[src/rtl/control_sequencer.sv]
// control_sequencer: hardwired timing/control unit for a basic 16-bit accumulator machine.
// Define IND_ADDR_EN to enable the indirect-address fetch in T3 (otherwise I is ignored).
module control_sequencer #(
    parameter bit AUTO_RUN = 1'b1
) (
    input  logic        clk,
    input  logic        reset_n,
    input  logic [15:0] ir,
    input  logic [15:0] ac,
    input  logic [15:0] dr,
    input  logic        start,
    output logic        reset_ar,
    output logic        reset_pc,
    output logic        reset_dr,
    output logic        reset_tr,
    output logic        reset_ac,
    output logic        write_ar,
    output logic        write_pc,
    output logic        write_dr,
    output logic        write_tr,
    output logic        write_ir,
    output logic        write_ac,
    output logic        increment_ar,
    output logic        increment_pc,
    output logic        increment_dr,
    output logic        increment_tr,
    output logic        increment_ac,
    output logic        read_ar,
    output logic        read_pc,
    output logic        read_dr,
    output logic        read_tr,
    output logic        read_ir,
    output logic        read_ac,
    output logic        memory_read,
    output logic        memory_write,
    output logic [2:0]  alu_op,
    output logic        halted,
    output logic [3:0]  seq_state
);
    typedef enum logic [3:0] {
        S_INIT = 4'd0,
        S_T0   = 4'd1,
        S_T1   = 4'd2,
        S_T2   = 4'd3,
        S_T3   = 4'd4,
        S_T4   = 4'd5,
        S_T5   = 4'd6,
        S_T6   = 4'd7,
        S_HALT = 4'd8
    } state_t;

    state_t      state_q, state_d;
    logic [2:0]  op;
    logic [11:0] code;
    logic        is_reg;
    logic        indirect;

    assign op     = ir[14:12];
    assign code   = ir[11:0];
    assign is_reg = op == 3'd7;
`ifdef IND_ADDR_EN
    assign indirect = ir[15];
`else
    assign indirect = ir[15] & 1'b0;
`endif

    always_ff @(posedge clk or negedge reset_n) begin
        if (!reset_n) state_q <= S_INIT;
        else          state_q <= state_d;
    end

    // Encodings 9..15 are unreachable; any of them falls back to INIT.
    always_comb begin
        state_d = S_INIT;
        case (state_q)
            S_INIT:  state_d = AUTO_RUN ? S_T0 : S_HALT;
            S_T0:    state_d = S_T1;
            S_T1:    state_d = S_T2;
            S_T2:    state_d = S_T3;
            S_T3:    state_d = is_reg ? (code == 12'h001 ? S_HALT : S_T0) : S_T4;
            S_T4:    state_d = (op == 3'd3 || op == 3'd4) ? S_T0 : S_T5;
            S_T5:    state_d = op == 3'd6 ? S_T6 : S_T0;
            S_T6:    state_d = S_T0;
            S_HALT:  state_d = start ? S_T0 : S_HALT;
            default: state_d = S_INIT;
        endcase
    end

    // Outputs decode the current state; INIT's clears are gated so reset holds everything low.
    always_comb begin
        {reset_ar, reset_pc, reset_dr, reset_tr, reset_ac} = '0;
        {write_ar, write_pc, write_dr, write_tr, write_ir, write_ac} = '0;
        {increment_ar, increment_pc, increment_dr, increment_tr, increment_ac} = '0;
        {read_ar, read_pc, read_dr, read_tr, read_ir, read_ac, memory_read} = '0;
        memory_write = 1'b0;
        alu_op       = 3'b000;
        case (state_q)
            S_INIT: {reset_ar, reset_pc, reset_dr, reset_tr, reset_ac} = {5{reset_n}};
            S_T0: begin
                read_pc  = 1'b1;
                write_ar = 1'b1;
            end
            S_T1: begin
                memory_read  = 1'b1;
                write_ir     = 1'b1;
                increment_pc = 1'b1;
            end
            S_T2: begin
                read_ir  = 1'b1;
                write_ar = 1'b1;
            end
            S_T3: begin
                if (is_reg) begin
                    reset_ac     = code == 12'h800;
                    write_ac     = code == 12'h200;
                    alu_op       = code == 12'h200 ? 3'b011 : 3'b000;
                    increment_ac = code == 12'h020;
                    increment_pc = (code == 12'h010 && !ac[15]) ||
                                   (code == 12'h008 && ac[15]) ||
                                   (code == 12'h004 && ac == 16'h0000);
                end else begin
                    memory_read = indirect;
                    write_ar    = indirect;
                end
            end
            S_T4: begin
                case (op)
                    3'd0, 3'd1, 3'd2, 3'd6: begin
                        memory_read = 1'b1;
                        write_dr    = 1'b1;
                    end
                    3'd3: begin
                        read_ac      = 1'b1;
                        memory_write = 1'b1;
                    end
                    3'd4: begin
                        read_ar  = 1'b1;
                        write_pc = 1'b1;
                    end
                    3'd5: begin
                        read_pc      = 1'b1;
                        memory_write = 1'b1;
                        increment_ar = 1'b1;
                    end
                    default: ;
                endcase
            end
            S_T5: begin
                case (op)
                    3'd0, 3'd1, 3'd2: begin
                        write_ac = 1'b1;
                        alu_op   = op == 3'd0 ? 3'b001 : op == 3'd1 ? 3'b010 : 3'b000;
                    end
                    3'd5: begin
                        read_ar  = 1'b1;
                        write_pc = 1'b1;
                    end
                    3'd6: increment_dr = 1'b1;
                    default: ;
                endcase
            end
            S_T6: begin
                read_dr      = 1'b1;
                memory_write = 1'b1;
                increment_pc = dr == 16'h0000;
            end
            default: ;
        endcase
    end

    assign halted    = state_q == S_HALT;
    assign seq_state = state_q;
endmodule
[config.mk]
export PLATFORM = sky130hd
export DESIGN_NAME = control_sequencer
export DESIGN_NICKNAME = d
export VERILOG_FILES = /design/src/rtl/control_sequencer.sv
export SDC_FILE = /design/constraint.sdc
export NUM_CORES = 1
export LEC_CHECK = 0
export BUFFER_PORTS_ARGS = -buffer_cell sky130_fd_sc_hd__clkbuf_2
export CAP_MARGIN = 20
export CORE_MARGIN = 8
export CORE_UTILIZATION = 34
export CTS_CLUSTER_DIAMETER = 60
export DETAILED_ROUTE_END_ITERATION = 16
export GPL_ROUTABILITY_DRIVEN = 1
export GPL_TIMING_DRIVEN = 0
export PLACE_DENSITY = 0.75
export SLEW_MARGIN = 25
export SYNTH_ARGS = -nofsm -noshare
export SYNTH_HDL_FRONTEND = slang
export SYNTH_SLANG_ARGS = --single-unit
[constraint.sdc]
create_clock -name clk -period 2.4 [get_ports clk]
set_clock_uncertainty 0.2 [all_clocks]
set_input_delay 0.48 -clock clk [delete_from_list [all_inputs] [get_ports clk]]
set_output_delay 0.48 -clock clk [all_outputs]
set_load 0.02 [all_outputs]
; ---- Yosys cells after proc, flatten, opt, wreduce, memory -nomap -nowiden
; Cells that the tools add are included.
[word_totals]
regBits = 4
output_inout_bits = 32
input_bits = 51
word_cells = 79
[op_classes]
mux = 40
n_eq_ne = 22
reduce_logical = 16
[op_table]
columns = operator, count
row1 = $logic_not A16 Y1, 2
row2 = $pmux W4 S8, 1
row3 = $mux W1, 21
row4 = $eq A4 B3 Y1 const B, 4
row5 = $eq A12 B1 Y1 const B, 1
row6 = $eq A12 B10 Y1 const B, 1
row7 = $eq A12 B12 Y1 const B, 1
row8 = $eq A12 B3 Y1 const B, 1
row9 = $eq A12 B4 Y1 const B, 1
row10 = $eq A12 B5 Y1 const B, 1
row11 = $eq A12 B6 Y1 const B, 1
row12 = $eq A3 B3 Y1 const B, 4
row13 = $mux W4, 3
row14 = $pmux W1 S2, 6
row15 = $mux W2, 5
row16 = $eq A4 B2 Y1 const B, 2
row17 = $eq A3 B2 Y1 const B, 2
row18 = $mux W3, 2
row19 = $reduce_or A2 Y1, 3
row20 = $eq A4 B1 Y1 const B, 1
row21 = $eq A4 B4 Y1 const B, 1
row22 = $logic_not A4 Y1, 1
row23 = $pmux W2 S2, 1
row24 = $reduce_or A4 Y1, 1
row25 = other kinds (7), 11

; ---- Longest topological paths before layout
; Gate-level depths: netlist of the first run.
[depth]
depth_word = 6
ltp_mapped = 5
ltp_nobuf = 4

; ---- Least setup slack after synthesis of the first run
; No wires, ideal clock.
[synth_path]
path_type = reg2out
start = register state_q[3] (netlist: seq_state[3])
end = output alu_op[0]
path_slack_ns = 0.008
path_buffers = 0
t_arrival_ns = 1.712
path_stages_with_launch = 4
required_time_ns = 1.720
path_cell_list = dfrtp_1 nand2b_2 or4_1 o21ai_0
[synth_between]
elab_chain_cells = 2
word_cells_on_any_way = 3
cone_classes = eq/ne: 2 / mux: 1
[synth_rtl]
columns = item, line
row1 = start: declaration, 52  ; state_t state_q, state_d;
row2 = start signal: assignment, 69  ; else state_q <= state_d;
row3 = $eq A4 B3 Y1, 97  ; case (state_q)
row4 = $pmux W2 S2 *, 97
row5 = end: declaration, 36  ; output logic [2:0] alu_op,
; Mark *: on every way between the ends. The rest lies on a longest branch, timed or not.

; ---- Final worst setup path of the first run
[layout_path]
start = input ir[6]
end = output write_ac
[layout_between]
elab_chain_cells = 3
[layout_rtl]
columns = item, line
row1 = start: declaration, 8  ; input logic [15:0] ir,
row2 = $eq A12 B10 Y1, 115  ; write_ac = code == 12'h200;
row3 = $mux W1, 113  ; if (is_reg) begin
row4 = $pmux W1 S2, 97
row5 = end: declaration, 22  ; output logic write_ac,
; Every way passes these cells.

==> flow_summary.yaml, run 1 <==
synth:
  syn-instance-count: 111
  synthFlopType: "dfrtp_1"
  synth_edf_count: 0
  yosysSeqAreaShare: 0.1299
  synth.distinct_cells: 43
  synth_warnings: 0
  synth_area_leaders: "dfrtp_1 (13%), buf_4 (8.8%), nor4_1 (7.3%)"
  synth_top_area_cell: "dfrtp_1"
  syn_area_per_cell_um2: 6.944
  postSynth.asyncResetShare: 1.000
  synth_area_um2: 770.7
  yosys.area.top_type_share: 0.1299
  ys_ff_latch: 4
floorplanning:
  fp.dieW_um: 63.61
  rows: 17
  die_h_um: 63.61
  initial_utilization: 0.3552
  num_io_pins: 83
  core_area_um2: 2170
  die-area_um2: 4046
critical_path:
  end_kind: "primary output"
  arrival_ns: 1.65
  critPathKind: "in -> out"
  cp-start-kind: "input pin"
  required_ns: 1.72
  path_max_fanout: 4
detailed_routing:
  drt_wl_total_um: 3285
  viasPerCell: 5.138
  vias: 1151
  ant_nets: 0
  drc: 0
  topRoutingLayerUsed: "met3"
  routedWlPerCell_um: 14.67
  wl_met3_um: 363
  dr_wl_met2_um: 1682
  wl_met1_um: 1239
  dr.pass1.iters: 4
  drtIter0Drc: 16
place:
  port_buffers: 75
  gp_congestion: 0.8563
  dp_slack_ns: -0.01696
  hpwl_um: 2731
  placedCellCount: 217
clocking:
  clk_path_buf_depth: 2
  clock_latency_ns: 0.23
  clkSinkCount: 4
  cts-root-buf: "clkbuf_4"
  tritoncts: "yes"
  h-tree-depth: 1
  clk_pin_slew_worst_paths_ns: 0.04
  cts_inserted_buffers: 3
power_and_ir_drop:
  peakVddDrop_uv: 521.5
  power.density_nw_per_um2: 710.1
  p_leak_nw: 0.6826
global_routing:
  overflow: 0
  antenna_found_initial: 0
  grt_pass1_wl_um: 5140
  grt_start_max_net_pins: 11
  grt_usage: 0.1490
  grt_pass1_vias: 1221
timing:
  min_period_ns: 2.333
  setup_slack_ns: 0.06732
  fmax_mhz: 428.7
  finalSetupViolCount: 0
  fin_crit_sh: 0.9719
  report.final.slew_viol_count: 0
  hold_violations: 0
layout:
  fillers: 220
  largest_reg_flops: 4
  drive_gt1_frac: 0.5714
  fin_nets: 249
  areaGrowthSynthToFinish_pct: 68.99
  fin_cells: 224
  antenna_cells: 0
hold_path:
  hold_class: "in -> reg"
run_status:
  outcome: "completed"
job:
  cap_violations: 0
[timing repair]
action | in CTS | in global routing
hold buffers | 1 | 0
endpoints found under the hold margin | 4 | 0
setup endpoints to repair | 9 | 12
gates resized for setup | 7 | 20
setup buffers | 0 | 3
pin swaps | 1 | 4
cloned | 0 | 0
[cell usage in the layout (no fill, tap or decap), types with 2 or more instances in the layout]
cell	netlist	final
nor3_2	0	2
nor4_1	9	9
buf_2	1	5
o21ai_1	0	2
and3_1	5	4
clkbuf_2	0	70
o21ai_0	4	2
nand2_1	6	6
nand2b_1	4	4
buf_4	9	14
nand3_1	4	4
nor2b_1	5	5
a21oi_1	3	3
nand4_1	5	5
dfrtp_2	0	3
conb_1	1	4
clkbuf_4	0	4
inv_1	2	2
or3_1	2	2
nor2_1	12	12
nor3_1	7	4
[cells in the mapped netlist (3+ instances only)]
cell       n
and3_1     5
nand2b_1   4
a21oi_1    3
nor2_1    12
dfrtp_1    4
nor4_1     9
nor2b_1    5
o21ai_0    4
buf_4      9
nand3_1    4
nand4_1    5
nor3_1     7
nand2_1    6
[stage by stage]
| step | hold WS (ns) | total power, mW | util | cell area (um^2) | TNS (ns) |
|---|---|---|---|---|---|
| 6_report | 0.4086 | 0.9249 | 0.6003 | 1303 | 0 |
| 5_1_grt | 0.4247 | 1.001 | 0.6003 | 1303 | -0.01993 |
| 4_1_cts | 0.4038 | 0.8945 | 0.5755 | 1249 | 0 |
| 3_5_place_dp | 0.09650 | 0.7896 | 0.5496 | 1192 | -0.03633 |
| 3_3_place_gp | 0.09587 | 0.7821 | 0.5496 | 1192 | 0 |
| 2_1_floorplan | -0.01559 | 0.5665 | - | 782.0 | 0 |
[power breakdown]
| part | switching, mW | internal [mW] |
|---|---|---|
| combinational | 0.432 | 0.271 |
| sequential | 0.0462 | 0.0963 |
| clock | 0.0237 | 0.0556 |
| total | 0.502 | 0.423 |
[critical path, cell delays in order]
cell and delay [ns]:
clkbuf_2 0.11, nor4_4 0.34, and3_1 0.23, nand4_1 0.15, o41ai_1 0.11, buf_2 0.23
[cells by family (layout without fill, tap and decap cells)]
logic type,Yosys count,count (layout),share of synthesized area
other,1,4,0.004865
flip-flops,4,4,0.1299
AO/OA/AOI/OAI,18,18,0.1689
XOR/XNOR,1,1,0.01137
AND/OR/NAND/NOR,72,72,0.5568
buffers and inverters,15,97,0.1282
[metal layers]
layer  GRT usage  up-vias
li1            -      579
met1      0.1430      513
met2      0.2687       59
met5           0        -
met4     0.03343        0
met3     0.08481        0
[area by class of cell]
| type | count | area (um^2) | share of cell area |
|---|---|---|---|
| multi-input cells | 95 | 624.3 | 0.4793 |
| clock buffers | 3 | 22.52 | 0.01729 |
| well taps | 28 | 35.03 | 0.02690 |
| flip-flops and latches | 4 | 103.9 | 0.07973 |
| plain buffers | 13 | 96.34 | 0.07397 |
| inverters | 2 | 7.507 | 0.005764 |
| repair buffers | 79 | 412.9 | 0.3170 |
[path summary, 6_finish.rpt]
path                         startpoint           end  slack, ns  depth (start not counted)
setup reg to reg           seq_state[1]  seq_state[1]       0.90                          4
min in group asynchronous       reset_n  seq_state[1]       0.44                          2
hold / removal                    start  seq_state[3]       0.41                          3
max in group asynchronous       reset_n  seq_state[2]       1.35                          2
setup / recovery                  ir[6]      write_ac       0.07                          6
hold reg to reg            seq_state[2]  seq_state[0]       0.54                          3
No activity file was read; power rests on OpenSTA's default activity.
==> inputs of run 2 (changes only) <==
--- a/config.mk
+++ b/config.mk
@@ -7,6 +7,7 @@
 export LEC_CHECK = 0
 export BUFFER_PORTS_ARGS = -buffer_cell sky130_fd_sc_hd__clkbuf_2
 export CAP_MARGIN = 20
+export CORE_ASPECT_RATIO = 0.9
 export CORE_MARGIN = 8
 export CORE_UTILIZATION = 34
 export CTS_CLUSTER_DIAMETER = 60
==> run 2 against run 1 <==
Effect of this change: fmax decreased by 2.4%; count of clock-buffer cells in the layout is the same; final area unchanged; largest cell class unchanged; via count up 3.2%; register-to-register slack barely moved; critical path depth unchanged; highest routed layer is now met4; sequential share of layout area decreased by 0.096 points; non-clock buffer count shrank 1; first-iteration DRC count grew to 3.2 times the previous value; routed wire length increased by 4.0%; critical endpoint unchanged; cell count fell by 0.89%; sequential cell count stayed put.
==> flow_summary.yaml, run 2 (synthesized netlist as in run 1, its figures left out) <==
run_status:
  outcome: "completed"
global_routing:
  antenna_found_initial: 0
  grt_pass1_vias: 1260
  grt_start_max_net_pins: 11
  grt_usage: 0.1575
  overflow: 0
  grt_pass1_wl_um: 5188
layout:
  antenna_cells: 0
  final_cell_mix: "clkbuf_2 (72), buf_4 (13), nor2_1 (12)"
  fin_nets: 248
  layout.cells.most_common: "clkbuf_2"
  largest_reg_flops: 4
  areaGrowthSynthToFinish_pct: 68.99
  drive_gt1_frac: 0.5744
timing:
  report.final.slew_viol_count: 0
  fmax_mhz: 418.3
  setup-tns-final_ns: 0
  min_period_ns: 2.391
  whs_ns: 0.3650
  hold_violations: 0
  finalSetupViolCount: 0
  rsz0062_at_grt: "yes"
  fin_crit_sh: 0.9962
hold_path:
  hold_start: "start"
  whs_path_depth: 3
  hold_class: "in -> reg"
  min_to: "seq_state[3]"
detailed_routing:
  drc: 0
  vias: 1188
  drt_wl_total_um: 3418
  viasPerCell: 5.351
  ant_nets: 0
  dr.pass1.iters: 4
  routedWlPerCell_um: 15.40
  drtIter0Drc: 51
floorplanning:
  num_io_pins: 83
  die-area_um2: 4049
  core_area_um2: 2162
  rows: 16
  die_h_um: 61.17
  initial_utilization: 0.3565
  fp.dieW_um: 66.19
critical_path:
  crit_chain: "clkbuf_2 -> nor4_4 -> and3_1 -> nand4_1 -> o41ai_1 -> buf_2"
  worstPathBufferInverterCount: 2
  cp-start-kind: "input pin"
  crit_path_top_delay_cell: "nor4_4"
  crit_family: "simple AND/OR/NAND/NOR gates"
  required_ns: 1.72
  reg2reg_depth: 4
  r2r-start: "seq_state[1]"
  cpPeakStageDelay_ns: 0.33
  path_max_fanout: 4
  r2r_end: "seq_state[1]"
  rrSetupSlack_ns: 0.91
  end_kind: "primary output"
  arrival_ns: 1.71
  critPathKind: "in -> out"
place:
  port_buffers: 75
  hpwl_um: 2796
  gp_congestion: 0.8610
clocking:
  h-tree-depth: 1
  clk_path_buf_depth: 2
  clkSinkCount: 4
  tritoncts: "yes"
  clk_pin_slew_worst_paths_ns: 0.05
  cts-root-buf: "clkbuf_4"
  cts_inserted_buffers: 3
  clock_latency_ns: 0.25
power_and_ir_drop:
  p_leak_nw: 0.6791
  peakVddDrop_uv: 476.3
  power.density_nw_per_um2: 737.3
job:
  cap_violations: 0
## run 2: cell types whose count changed in the layout (fill, tap and decap cells not counted), sizes merged
| cell | change |
|---|---|
| buf | -3 |
| clkbuf | +2 |
## run 2: worst max path at each step
stage	from	to	slack (ns)	cells after the start
floorplan	seq_state[3]	alu_op[0]	0.008	3
global placement	ir[5]	write_ac	0.01	6
detailed placement	ir[5]	alu_op[1]	-0.01	6
CTS	seq_state[0]	increment_pc	0.009	5
global route	ir[6]	write_ac	-0.04	6
finish	ir[4]	write_ac	0.009	6
## run 2: worst register-to-register path: cells and delay by family (launching register included)
| kind | cells | cell delay (ns) |
|---|---|---|
| flops | 1 | 0.45 |
| simple gates | 3 | 0.65 |
| compound gates | 1 | 0.06 |
## run 2: area by class of cell
| type | count | area (um^2) |
|---|---|---|
| Timing Repair Buffer | 78 | 407.9 |
| Inverter | 2 | 7.507 |
| Multi-Input combinational cell | 95 | 634.4 |
| Tap cell | 27 | 33.78 |
| Fill cell | 224 | 859.6 |
| Buffer | 13 | 93.84 |
| Clock buffer | 3 | 22.52 |
| Sequential cell | 4 | 102.6 |
## run 2: layer usage
| metal | GRT usage | wire length (um) | up-vias |
|---|---|---|---|
| li1 | - | - | 573 |
| met1 | 0.1610 | 1201 | 535 |
| met2 | 0.2916 | 1712 | 71 |
| met3 | 0.05455 | 436 | 9 |
| met4 | 0.05775 | 68 | 0 |
| met5 | 0 | 0 | - |
## run 2: metrics by stage
step                      worst slack [ns]  utilization  total power, mW  instance area, um^2  instances
after global routing              -0.03977       0.6024            1.024                 1303        222
final                             0.009200       0.6024           0.9603                 1303        222
after global placement             0.01472       0.5509           0.7834                 1191        216
after floorplan                   0.007683            -           0.5665                782.0        114
after CTS                         0.008934       0.5822           0.9118                 1259        221
after detailed placement         -0.009919       0.5509           0.7920                 1191        216
## run 2: what timing repair did
item / CTS / global route
gates resized for setup: 9 / 16
pin swaps: 1 / 2
hold buffers: 1 / 0
endpoints found under the setup margin: 8 / 11
hold endpoints to repair: 4 / 0
buffers inserted: 1 / 1
## run 2: report_power, final
group,switching (mW),internal (mW)
Clock,0.0420,0.0569
Combinational,0.438,0.280
Sequential,0.0476,0.0961
==> inputs of run 3 (changes only) <==
--- a/config.mk
+++ b/config.mk
@@ -5,16 +5,17 @@
 export SDC_FILE = /design/constraint.sdc
 export NUM_CORES = 1
 export LEC_CHECK = 0
+export ABC_AREA = 1
 export BUFFER_PORTS_ARGS = -buffer_cell sky130_fd_sc_hd__clkbuf_2
 export CAP_MARGIN = 20
 export CORE_ASPECT_RATIO = 0.9
 export CORE_MARGIN = 8
-export CORE_UTILIZATION = 34
+export CORE_UTILIZATION = 36
 export CTS_CLUSTER_DIAMETER = 60
 export DETAILED_ROUTE_END_ITERATION = 16
 export GPL_ROUTABILITY_DRIVEN = 1
 export GPL_TIMING_DRIVEN = 0
-export PLACE_DENSITY = 0.75
+export PLACE_DENSITY = 0.76
 export SLEW_MARGIN = 25
 export SYNTH_ARGS = -nofsm -noshare
 export SYNTH_HDL_FRONTEND = slang
==> run 3 against run 2 <==
Effect of this change: count of clock-buffer cells in the layout unchanged; fmax up 3.1%; via count up 2.5%; global-route usage down 2.0 points; critical endpoint is now write_pc; largest cell class unchanged.
==> flow_summary.yaml, run 3 <==
timing:
  report.final.slew_viol_count: 0
  finalSetupViolCount: 0
  min_period_ns: 2.319
  setup_slack_ns: 0.08059
  hold_violations: 0
  fmax_mhz: 431.1
  rsz0062_at_grt: "yes"
  fin_crit_sh: 0.9664
layout:
  layout.cells.most_common: "clkbuf_2"
  fillers: 245
  antenna_cells: 0
  fin_nets: 306
  final_cell_mix: "clkbuf_2 (74), nand2_1 (42), nor2_1 (38)"
  drive_gt1_frac: 0.4190
  fin_cells: 280
  areaGrowthSynthToFinish_pct: 59.11
  largest_reg_flops: 4
synth:
  synth.distinct_cells: 20
  synth_edf_count: 0
  postSynth.asyncResetShare: 1.000
  yosysSeqAreaShare: 0.1185
  syn_area_per_cell_um2: 5.027
  synth_warnings: 0
  synth_most_common_cell: "nand2_1"
  synthFlopType: "dfrtp_1"
  ys_ff_latch: 4
  synth_area_leaders: "nand2_1 (19%), nor2_1 (18%), inv_1 (14%)"
  syn-instance-count: 168
  synth_area_um2: 844.6
  synth_common_cells: "nand2_1 (43), nor2_1 (40), inv_1 (31)"
  synth_top_area_cell: "nand2_1"
  yosys.area.top_type_share: 0.1911
critical_path:
  cp-start-kind: "flip-flop"
  path_max_fanout: 7
  arrival_ns: 1.64
  end_kind: "primary output"
  critPathKind: "reg -> out"
  required_ns: 1.72
hold_path:
  hold_class: "in -> reg"
run_status:
  outcome: "completed"
clocking:
  clkSinkCount: 4
  cts-root-buf: "clkbuf_4"
  cts_inserted_buffers: 3
  clock_latency_ns: 0.23
  tritoncts: "yes"
  h-tree-depth: 1
  clk_pin_slew_worst_paths_ns: 0.04
  clk_path_buf_depth: 2
detailed_routing:
  routedWlPerCell_um: 10.10
  dr.pass1.iters: 4
  vias: 1218
  drc: 0
  viasPerCell: 4.350
  ant_nets: 0
  drtIter0Drc: 45
  drt_wl_total_um: 2827
place:
  hpwl_um: 2623
  port_buffers: 77
  dp_slack_ns: 0.1733
  gp_congestion: 0.8282
  placedCellCount: 275
floorplanning:
  rows: 16
  core_area_um2: 2202
  die_h_um: 61.95
  fp.dieW_um: 67.06
  die-area_um2: 4154
  initial_utilization: 0.3835
  num_io_pins: 83
global_routing:
  antenna_found_initial: 0
  grt_pass1_wl_um: 4588
  grt_usage: 0.1373
  grt_pass1_vias: 1151
  overflow: 0
  grt_start_max_net_pins: 9
power_and_ir_drop:
  p_leak_nw: 0.8689
  power.density_nw_per_um2: 621.1
  peakVddDrop_uv: 633.1
  total_power_mw: 0.8346
job:
  cap_violations: 0
run 3: cell count changes after synthesis, moves of 3 or more:
cell	previous run	this run
a21oi_1	3	0
and3_1	5	0
inv_1	2	31
nand2_1	6	43
nand2b_1	4	0
nand3_1	4	14
nand4_1	5	2
nor2_1	12	40
nor2b_1	5	0
nor4_1	9	1
o31ai_1	1	4
run 3: cells by family (layout without fill, tap and decap cells):
family	count (synthesis)	count (layout)	share of synthesized area
buffers and inverters	41	123	0.2178
AND/OR/NAND/NOR	114	114	0.6000
AO/OA/AOI/OAI	8	8	0.05926
flip-flops	4	4	0.1185
other	1	4	0.004440
run 3: area by class of cell:
cell class / count / area (um^2) / area share
flip-flops and latches: 4 / 100.1 / 0.07449
plain buffers: 8 / 60.06 / 0.04469
well taps: 27 / 33.78 / 0.02514
clock buffers: 3 / 22.52 / 0.01676
repair buffers: 79 / 405.4 / 0.3017
inverters: 33 / 123.9 / 0.09218
multi-input cells: 126 / 598.1 / 0.4451
run 3: power by group:
part           internal, mW  total (mW)  switching (mW)
clock network        0.0559      0.0828          0.0269
registers            0.0931       0.131          0.0374
logic                 0.218       0.621           0.403
total                 0.367       0.835           0.468
run 3: repair_timing:
action	CTS	global route
gates resized for setup	0	11
setup buffers	0	1
endpoints found under the setup margin	0	9
hold endpoints to repair	4	0
hold buffers	1	0
run 3: per-stage QoR:
step | utilization | hold slack [ns] | TNS, ns | cell area [um^2]
floorplan | - | -0.01559 | 0 | 860.8
global placement | 0.5813 | 0.09810 | 0 | 1280
detailed placement | 0.5813 | 0.09972 | 0 | 1280
CTS | 0.5960 | 0.3261 | 0 | 1313
global route | 0.6102 | 0.3674 | -0.01959 | 1344
finish | 0.6102 | 0.3281 | 0 | 1344
run 3: final timing paths:
kind	slack, ns	to	from	cells past startpoint
worst max-delay path	0.08	write_pc	seq_state[0]	6
worst min-delay path	0.33	seq_state[3]	start	4
worst max register to register	0.97	seq_state[2]	seq_state[0]	6
worst min register to register	0.48	seq_state[3]	seq_state[0]	3
max in group asynchronous	1.52	seq_state[0]	reset_n	2
min in group asynchronous	0.38	seq_state[2]	reset_n	2
run 3: layer usage:
layer / wire length (um) / global-route usage / up-vias
met1: 1146 / 0.1512 / 491
met4: 0 / 0.008929 / 0
met2: 1309 / 0.2398 / 51
li1: - / - / 676
met5: 0 / 0 / -
met3: 371 / 0.07348 / 0
run 3: critical path: stages, from the launching register on:
cell and delay, ns:
dfrtp_1 0.37, inv_1 0.15, nor3_4 0.31, nand4_1 0.18, o31ai_4 0.10, buf_4 0.14
clkbuf_2 0.15
